**src/rtl/bcd_pkg.sv**
```systemverilog
`default_nettype none
// ---------------------------------------------------------------------------
// bcd_pkg : shared state encoding and BCD constants for the serial add/sub
// Rev 1.0
// ---------------------------------------------------------------------------
package bcd_pkg;

  typedef enum logic [1:0] {
    IDLE = 2'd0,
    RUN  = 2'd1,
    FIX  = 2'd2,
    DONE = 2'd3
  } state_e;

  localparam logic [3:0] BCD_MAX = 4'd9;
  localparam logic [3:0] BCD_ADJ = 4'd6;

endpackage : bcd_pkg
`default_nettype wire

```
**src/rtl/bcd_digit_adder.sv**
```systemverilog
`default_nettype none
// ---------------------------------------------------------------------------
// bcd_digit_adder : combinational single-digit BCD add with carry in/out
// Rev 1.0
// ---------------------------------------------------------------------------
module bcd_digit_adder
  import bcd_pkg::*;
(
  input  logic [3:0] a_i,
  input  logic [3:0] b_i,
  input  logic       c_i,
  output logic [3:0] d_o,
  output logic       c_o
);

  logic [4:0] sum;

  // Max 9+9+1=19, so a single +6 correction always yields a valid digit.
  always_comb begin
    sum = {1'b0, a_i} + {1'b0, b_i} + {4'b0000, c_i};
    if (sum > {1'b0, BCD_MAX}) begin
      d_o = sum[3:0] + BCD_ADJ;
      c_o = 1'b1;
    end else begin
      d_o = sum[3:0];
      c_o = 1'b0;
    end
  end

endmodule : bcd_digit_adder
`default_nettype wire

```
**src/rtl/bcd_serial_addsub.sv**
```systemverilog
`default_nettype none
// ---------------------------------------------------------------------------
// bcd_serial_addsub : digit-serial BCD add/subtract, LSD first, with a
//                     recomplement pass producing sign-magnitude on a<b
// Rev 1.0
// ---------------------------------------------------------------------------
module bcd_serial_addsub
  import bcd_pkg::*;
#(
  parameter int DIGITS = 4
) (
  input  logic                clk,
  input  logic                rst_n,
  input  logic                in_valid,
  output logic                in_ready,
  input  logic                sub,
  input  logic [4*DIGITS-1:0] a,
  input  logic [4*DIGITS-1:0] b,
  output logic                out_valid,
  input  logic                out_ready,
  output logic [4*DIGITS-1:0] result,
  output logic                carry,
  output logic                neg,
  output logic                err
);

  localparam int W  = 4 * DIGITS;
  localparam int IW = (DIGITS > 1) ? $clog2(DIGITS) : 1;
  localparam logic [IW-1:0] LAST_IDX = IW'(DIGITS - 1);

  state_e        state_q, state_d;
  logic [IW-1:0] idx_q, idx_d;
  logic          c_q, c_d;
  logic          sub_q, sub_d;
  logic [W-1:0]  a_q, a_d;
  logic [W-1:0]  b_q, b_d;
  logic [W-1:0]  res_q, res_d;
  logic          carry_q, carry_d;
  logic          neg_q, neg_d;
  logic          err_q, err_d;

  logic          bad_digit;
  logic [3:0]    add_a, add_b, add_d;
  logic          add_co;

  always_comb begin
    bad_digit = 1'b0;
    for (int i = 0; i < DIGITS; i++) begin
      if (a[4*i +: 4] > BCD_MAX || b[4*i +: 4] > BCD_MAX) bad_digit = 1'b1;
    end
  end

  // RUN adds a + (sub ? 9's-comp b : b); FIX adds 9's-comp of the result to the carry.
  always_comb begin
    if (state_q == FIX) begin
      add_a = BCD_MAX - res_q[4*idx_q +: 4];
      add_b = 4'd0;
    end else begin
      add_a = a_q[4*idx_q +: 4];
      add_b = sub_q ? (BCD_MAX - b_q[4*idx_q +: 4]) : b_q[4*idx_q +: 4];
    end
  end

  bcd_digit_adder u_digit_adder (
    .a_i (add_a),
    .b_i (add_b),
    .c_i (c_q),
    .d_o (add_d),
    .c_o (add_co)
  );

  always_comb begin
    state_d = state_q;
    idx_d   = idx_q;
    c_d     = c_q;
    sub_d   = sub_q;
    a_d     = a_q;
    b_d     = b_q;
    res_d   = res_q;
    carry_d = carry_q;
    neg_d   = neg_q;
    err_d   = err_q;
    case (state_q)
      IDLE: begin
        if (in_valid) begin
          a_d     = a;
          b_d     = b;
          sub_d   = sub;
          idx_d   = '0;
          c_d     = sub;
          res_d   = '0;
          carry_d = 1'b0;
          neg_d   = 1'b0;
          err_d   = bad_digit;
          state_d = bad_digit ? DONE : RUN;
        end
      end
      RUN: begin
        res_d[4*idx_q +: 4] = add_d;
        c_d   = add_co;
        idx_d = idx_q + 1'b1;
        if (idx_q == LAST_IDX) begin
          idx_d = '0;
          if (!sub_q) begin
            carry_d = add_co;
            state_d = DONE;
          end else if (add_co) begin
            neg_d   = 1'b0;
            state_d = DONE;
          end else begin
            neg_d   = 1'b1;
            c_d     = 1'b1;
            state_d = FIX;
          end
        end
      end
      FIX: begin
        res_d[4*idx_q +: 4] = add_d;
        c_d   = add_co;
        idx_d = idx_q + 1'b1;
        if (idx_q == LAST_IDX) begin
          idx_d   = '0;
          state_d = DONE;
        end
      end
      DONE: begin
        if (out_ready) state_d = IDLE;
      end
      default: state_d = IDLE;
    endcase
  end

  always_ff @(posedge clk or negedge rst_n) begin
    if (!rst_n) begin
      state_q <= IDLE;
      idx_q   <= '0;
      c_q     <= 1'b0;
      sub_q   <= 1'b0;
      a_q     <= '0;
      b_q     <= '0;
      res_q   <= '0;
      carry_q <= 1'b0;
      neg_q   <= 1'b0;
      err_q   <= 1'b0;
    end else begin
      state_q <= state_d;
      idx_q   <= idx_d;
      c_q     <= c_d;
      sub_q   <= sub_d;
      a_q     <= a_d;
      b_q     <= b_d;
      res_q   <= res_d;
      carry_q <= carry_d;
      neg_q   <= neg_d;
      err_q   <= err_d;
    end
  end

  assign in_ready  = (state_q == IDLE);
  assign out_valid = (state_q == DONE);
  assign result    = res_q;
  assign carry     = carry_q;
  assign neg       = neg_q;
  assign err       = err_q;

endmodule : bcd_serial_addsub
`default_nettype wire
```
**config.mk**
```make
export PLATFORM = sky130hd
export DESIGN_NAME = bcd_serial_addsub
export DESIGN_NICKNAME = d
export VERILOG_FILES = /design/src/rtl/bcd_pkg.sv /design/src/rtl/bcd_digit_adder.sv /design/src/rtl/bcd_serial_addsub.sv
export SDC_FILE = /design/constraint.sdc
export NUM_CORES = 1
export LEC_CHECK = 0
export CORE_AREA = 2 2 103 75
export CTS_BUF_LIST = sky130_fd_sc_hd__clkbuf_16
export CTS_CLUSTER_DIAMETER = 50
export DETAILED_ROUTE_END_ITERATION = 16
export DIE_AREA = 0 0 105 77
export HOLD_SLACK_MARGIN = 0.1
export PLACE_DENSITY = 0.75
export REMOVE_ABC_BUFFERS = 1
export SYNTH_ARGS = -nofsm -noshare
export SYNTH_HDL_FRONTEND = slang
export SYNTH_SLANG_ARGS = --single-unit
```
**constraint.sdc**
```tcl
create_clock -name clk -period 3.5 [get_ports clk]
set_clock_uncertainty 0.1 [all_clocks]
set_input_delay 0.7 -clock clk [delete_from_list [all_inputs] [get_ports clk]]
set_output_delay 0.7 -clock clk [all_outputs]
set_load 0.02 [all_outputs]
```
# Yosys cells after proc, flatten, opt, wreduce, memory -nomap -nowiden
# Index checks and enable logic that the tools add are counted.
# classes
mux	35
n_shift	5
order_cmp	9
addsub	7
n_eq_ne	10
n_reduce_logical	15
# op_table
operator	count
indexed part select 16 x 5 -> 4 bit	3
negator 4 -> 34 bit	1
variable shift 4 x 34 -> 16 bit (first input constant)	1
indexed part select 4 x 34 -> 16 bit	1
> comparator 4 bit (second input constant)	8
one-hot mux 16 bit (2 select lines)	1
bitwise mux 16 bit	1
two-way mux 1 bit	16
two-way mux 16 bit	1
two-way mux 4 bit	4
two-way mux 2 bit	7
AND reduction 4 bit	3
inequality test 2 bit (second input constant)	4
one-hot mux 2 bit (4 select lines)	1
subtractor 4 bit (first input constant)	2
== test 2 bit (second input constant)	3
AND reduction 2 bit	3
adder 4 x 4 -> 5 bit	1
adder 5 x 1 -> 5 bit	1
> comparator 5 x 4 -> 1 bit (second input constant)	1
adder 4 x 3 -> 4 bit (second input constant)	1
logical OR 1 bit	4
inequality test 2 x 1 -> 1 bit (second input constant)	2
one-hot mux 1 bit (2 select lines)	2
other kinds (8)	9
# word_totals
register_bits	57
wordCells	91
inputBits	37

# Logic depth before layout (Yosys ltp)
# logic_depth
depth_word	12
depth_mapped	16
depth_no_buf	13

# By module
# A second synthesis with hierarchy kept.
# hier_totals
hier_cells	246
area_unflattened_um2	3198.1
# by_module_without_submodules
module	n_inst	area_each_um2	seq_area_each_um2	cells_per_inst
bcd_serial_addsub	1	2986.6	1426.4	224
bcd_digit_adder	1	211.5	0.0	22

# Worst setup path after synthesis
# OpenSTA, ideal clock, no wires.
# synth_path
kind	reg2reg
startpoint	register idx_q[0]
endpoint	register res_q[11], in the netlist result[11]
n_path_buf	2
path_stages_with_launch	13
arrival_ns	3.507
setup_time_ns	0.127
t_required_ns	3.273
slack_ns	-0.235
cell_sequence	dfrtp_1 buf_2 buf_2 mux4_2 a21oi_1 fa_1 inv_1 fa_1 nor4b_1 a311o_1 or4_1 a22oi_2 o21ai_1
# synth_between
elab_chain_cells	11
elab_cells_between_ends	18
cone_classes	add/sub: 6; order compare: 1; shift: 5; mux: 6
# synth_lines
element	line_no	rtl
start: declaration	bcd_serial_addsub.sv:32	logic [IW-1:0] idx_q, idx_d;
start signal: assignment	bcd_serial_addsub.sv:147	idx_q <= idx_d;
indexed part select 16 x 5 -> 4 bit	bcd_serial_addsub.sv:60	add_b = sub_q ? (BCD_MAX - b_q[4*idx_q +: 4]) : b_q[4*idx_q +: 4];
subtractor 4 bit	bcd_serial_addsub.sv:60	
two-way mux 4 bit	bcd_serial_addsub.sv:60	
two-way mux 4 bit	bcd_serial_addsub.sv:55	if (state_q == FIX) begin
adder 4 x 4 -> 5 bit	bcd_digit_adder.sv:20	sum = {1'b0, a_i} + {1'b0, b_i} + {4'b0000, c_i};
adder 5 x 1 -> 5 bit	bcd_digit_adder.sv:20	
adder 4 x 3 -> 4 bit or > comparator 5 x 4 -> 1 bit (tied branches)	bcd_digit_adder.sv:22, bcd_digit_adder.sv:21	
two-way mux 4 bit	bcd_digit_adder.sv:21	if (sum > {1'b0, BCD_MAX}) begin
indexed part select 4 x 34 -> 16 bit	bcd_serial_addsub.sv:99, bcd_serial_addsub.sv:118	
bitwise mux 16 bit (*)	bcd_serial_addsub.sv:99, bcd_serial_addsub.sv:118	
one-hot mux 16 bit (2 select lines) (*)	bcd_serial_addsub.sv:83	case (state_q)
end signal: assignment	bcd_serial_addsub.sv:152	res_q <= res_d;
end: declaration	bcd_serial_addsub.sv:37	logic [W-1:0] res_q, res_d;
# Mark *: on every way between the ends. The rest lies on a longest branch, timed or not.
# A chain may end at the register's enable or synchronous reset.

# Worst setup path in the final report
# Same ends and word-level chain as after synthesis.

==> results.toml <==
[run_status]
run_status = "complete, no violations"

[global_route]
first_global_vias = 2918
grt_max_degree = 36
gr-usage-all-layers = 0.239
grt_pass1_wl_um = 14900
antenna_found_initial = 0
grt-ovfl-total = 0

[drt]
routedWlPerCell_um = 18.7
detailroute.via_count = 2829
drt-pass1-iter-count = 4
route.detailed.vias_per_inst = 5.82
drt-initial-drc-count = 262
detail-route-antenna-nets = 0
post_detailed_route_drc_marker_count = 0
routed_wl_um = 9070

[sta]
layout_min_cycle_time_ns = 3.43
finalSetupViolations = 0
max_freq_mhz = 291
finalHoldViolations = 0
worst_margin_pin_slew_ns = 0.641
final.setup.tns_ns = 0
max-slew-margin-rel = 0.568
final-max-slew-violation-count = 0
setup_repair_after_global_routing_missed_its_margin = "yes"
layout_worst_path_cycle_share = 0.981

[die]
die-width_um = 105
initial_utilization = 0.471
floorplan.core_area_um2 = 7090
design.die.area_um2 = 8090
standard_cell_row_count = 26
io_pins = 58
die_height_um = 77

[clock_network]
tritoncts.num_buffers = 9
numClockSinks = 57
clockRootBuffer = "clkbuf_16"
htree_num_levels = 3
clock_insertion_delay_worst_skew_ns = 0.33
clkTransAtPathRegs_ns = 0.05
clock_tree_from_tritoncts = "built"
cts-root-to-sink-buffers = 2

[yosys]
synthesis.area_um2 = 3340
synth_most_common_cell = "dfrtp_1"
ys.flop_type = "dfrtp_1"
seq_area_frac_synth = 0.427
number_of_distinct_library_cells_after_synthesis = 51
number_of_synthesized_flops_with_an_enable_pin = 0
synthesized_flop_and_latch_total = 57
postSynthCellCount = 309
synthDominantCellAreaShare = 0.427
synth_area_leaders = "dfrtp_1, mux2_2, mux4_2, ha_1, nand2_1"
yosysWarnings = 0
synth_area_leader_cell = "dfrtp_1"
asyncSetResetFlopFracSynth = 1.00
ys_top_cells_by_count = "dfrtp_1, mux2_2, nand2_1, o21ai_0"
postSynthAreaPerCell_um2 = 10.8

[worst_setup_path]
critical_path.slowest_cell = "fa_2"
critical-path-max-stage-delay_ns = 0.58
timing.critical_path.to_type = "flop"
cp_common_cell = "fa_2"
critPathKind = "reg2reg"
cp.required_ns = 3.61
cp.arrival_ns = 3.54
path_max_fanout = 5
critical-path-top-delay-family = "adder cells"
path_cells = "mux4_2 > xnor2_1 > nand2_1 > fa_2 > inv_2 > fa_2 > nor4b_1 > a311o_1 > or4_4 > a22oi_2 > o21ai_1"
timing.critical_path.from_type = "flop"
critical_path_buf_inv_count = 1

[cells_and_area]
syn_to_final_growth_pct = 33.4
finalInstanceArea_um2 = 4460
post_route_cells_drive_above_1_share = 0.250
num-nets-final = 437
final_core_utilization = 0.629
fill_cells = 597
antenna_diode_count = 0

[job]
maxCapViolations = 0

[place]
dpl_cell_area_um2 = 4070
dp_hpwl_um = 6600
port_buffers = 57
place.gp.congestion = 0.929

[worst_hold_path]
worst_hold_path_type = "in2async"
## path summary, 6_finish.rpt
check                          from         end  slack [ns]  depth (start not counted)
max                        idx_q[0]  result[11]        0.07                         11
min                           rst_n      a_q[8]        0.24                          1
max reg2reg                idx_q[0]  result[11]        0.07                         11
min reg2reg                     err         err        0.39                          2
max in group asynchronous     rst_n    idx_q[0]        2.21                          2
min in group clk                err         err        0.39                          2
## layer usage
layer,vias to the layer above,wire length [um],track usage
met4,0,163,0.0747
li1,1286,-,-
met5,-,0,0
met3,18,806,0.0791
met2,163,4080,0.356
met1,1362,4020,0.331
## kinds of logic after synthesis
group                      Yosys count  synth area share
AOI/OAI and AO/OA                   74             0.141
and+or+nand+nor                     77             0.109
DFF                                 57             0.427
adders and majority gates           17            0.0681
muxes                               46             0.195
xor gates and xnor gates             4            0.0105
buffers and inverters               34            0.0490
## metrics by stage
step | hold WS, ns | setup WS (ns) | cells
after floorplan | 0.304 | -0.276 | 295
after global placement | 0.369 | 0.00469 | 465
after detailed placement | 0.378 | -0.0763 | 465
after CTS | 0.245 | 0.0326 | 481
after global routing | 0.275 | -0.100 | 486
final | 0.241 | 0.0682 | 486
## timing repair
item                                    CTS  global route
endpoints found under the setup margin    4            16
pin swaps                                 0             8
setup buffers                             0             5
hold buffers                              0             0
gates resized for setup                   3            15
## worst reg2reg max path, stage by stage, from the launching register on
cell	delay, ns
dfrtp_2	0.45
mux4_2	0.53
xnor2_1	0.14
nand2_1	0.09
fa_2	0.25
inv_2	0.05
fa_2	0.58
nor4b_1	0.07
a311o_1	0.32
or4_4	0.41
a22oi_2	0.21
o21ai_1	0.10
## registers in the layout, summed over array words and instances, names as in the netlist
| register | count |
|---|---|
| carry | 1 |
| c_q | 1 |
| sub_q | 1 |
| idx_q | 2 |
| a_q | 16 |
| b_q | 16 |
| result | 16 |
| neg | 1 |
| err | 1 |
| state_q | 2 |
## final cells by class
class | instances | area (um2) | share of cell area
clock inverters | 7 | 62.6 | 0.0140
clock buffers | 9 | 225 | 0.0505
inverters | 20 | 75.1 | 0.0168
repair buffers | 77 | 744 | 0.167
multi-input cells | 218 | 1800 | 0.404
flip-flops and latches | 57 | 1430 | 0.320
well taps | 98 | 123 | 0.0275
## layout by cell type (no fill, tap or decap), types with 2 or more instances in the layout
cell type / n
nor4b_1: 3
clkbuf_16: 9
dfrtp_1: 56
nor3_1: 2
a31oi_1: 2
o311ai_1: 2
clkinv_2: 2
nand4_1: 3
nor2b_1: 4
nand3_1: 3
mux2_2: 34
inv_2: 4
clkinvlp_4: 2
a21oi_1: 7
nor4_1: 4
nand3b_1: 2
buf_4: 17
inv_1: 17
clkdlybuf4s50_1: 56
mux4_2: 12
o31ai_1: 4
ha_1: 14
o21ai_1: 16
buf_12: 2
nand2_1: 33
a21oi_2: 3
o211ai_1: 2
o21ai_0: 21
nor2_1: 17
a21o_1: 2
fa_2: 2
xnor2_1: 3
Power is not shown: default switching activity piles up to over one toggle a cycle in this logic, so the estimate is an artifact.
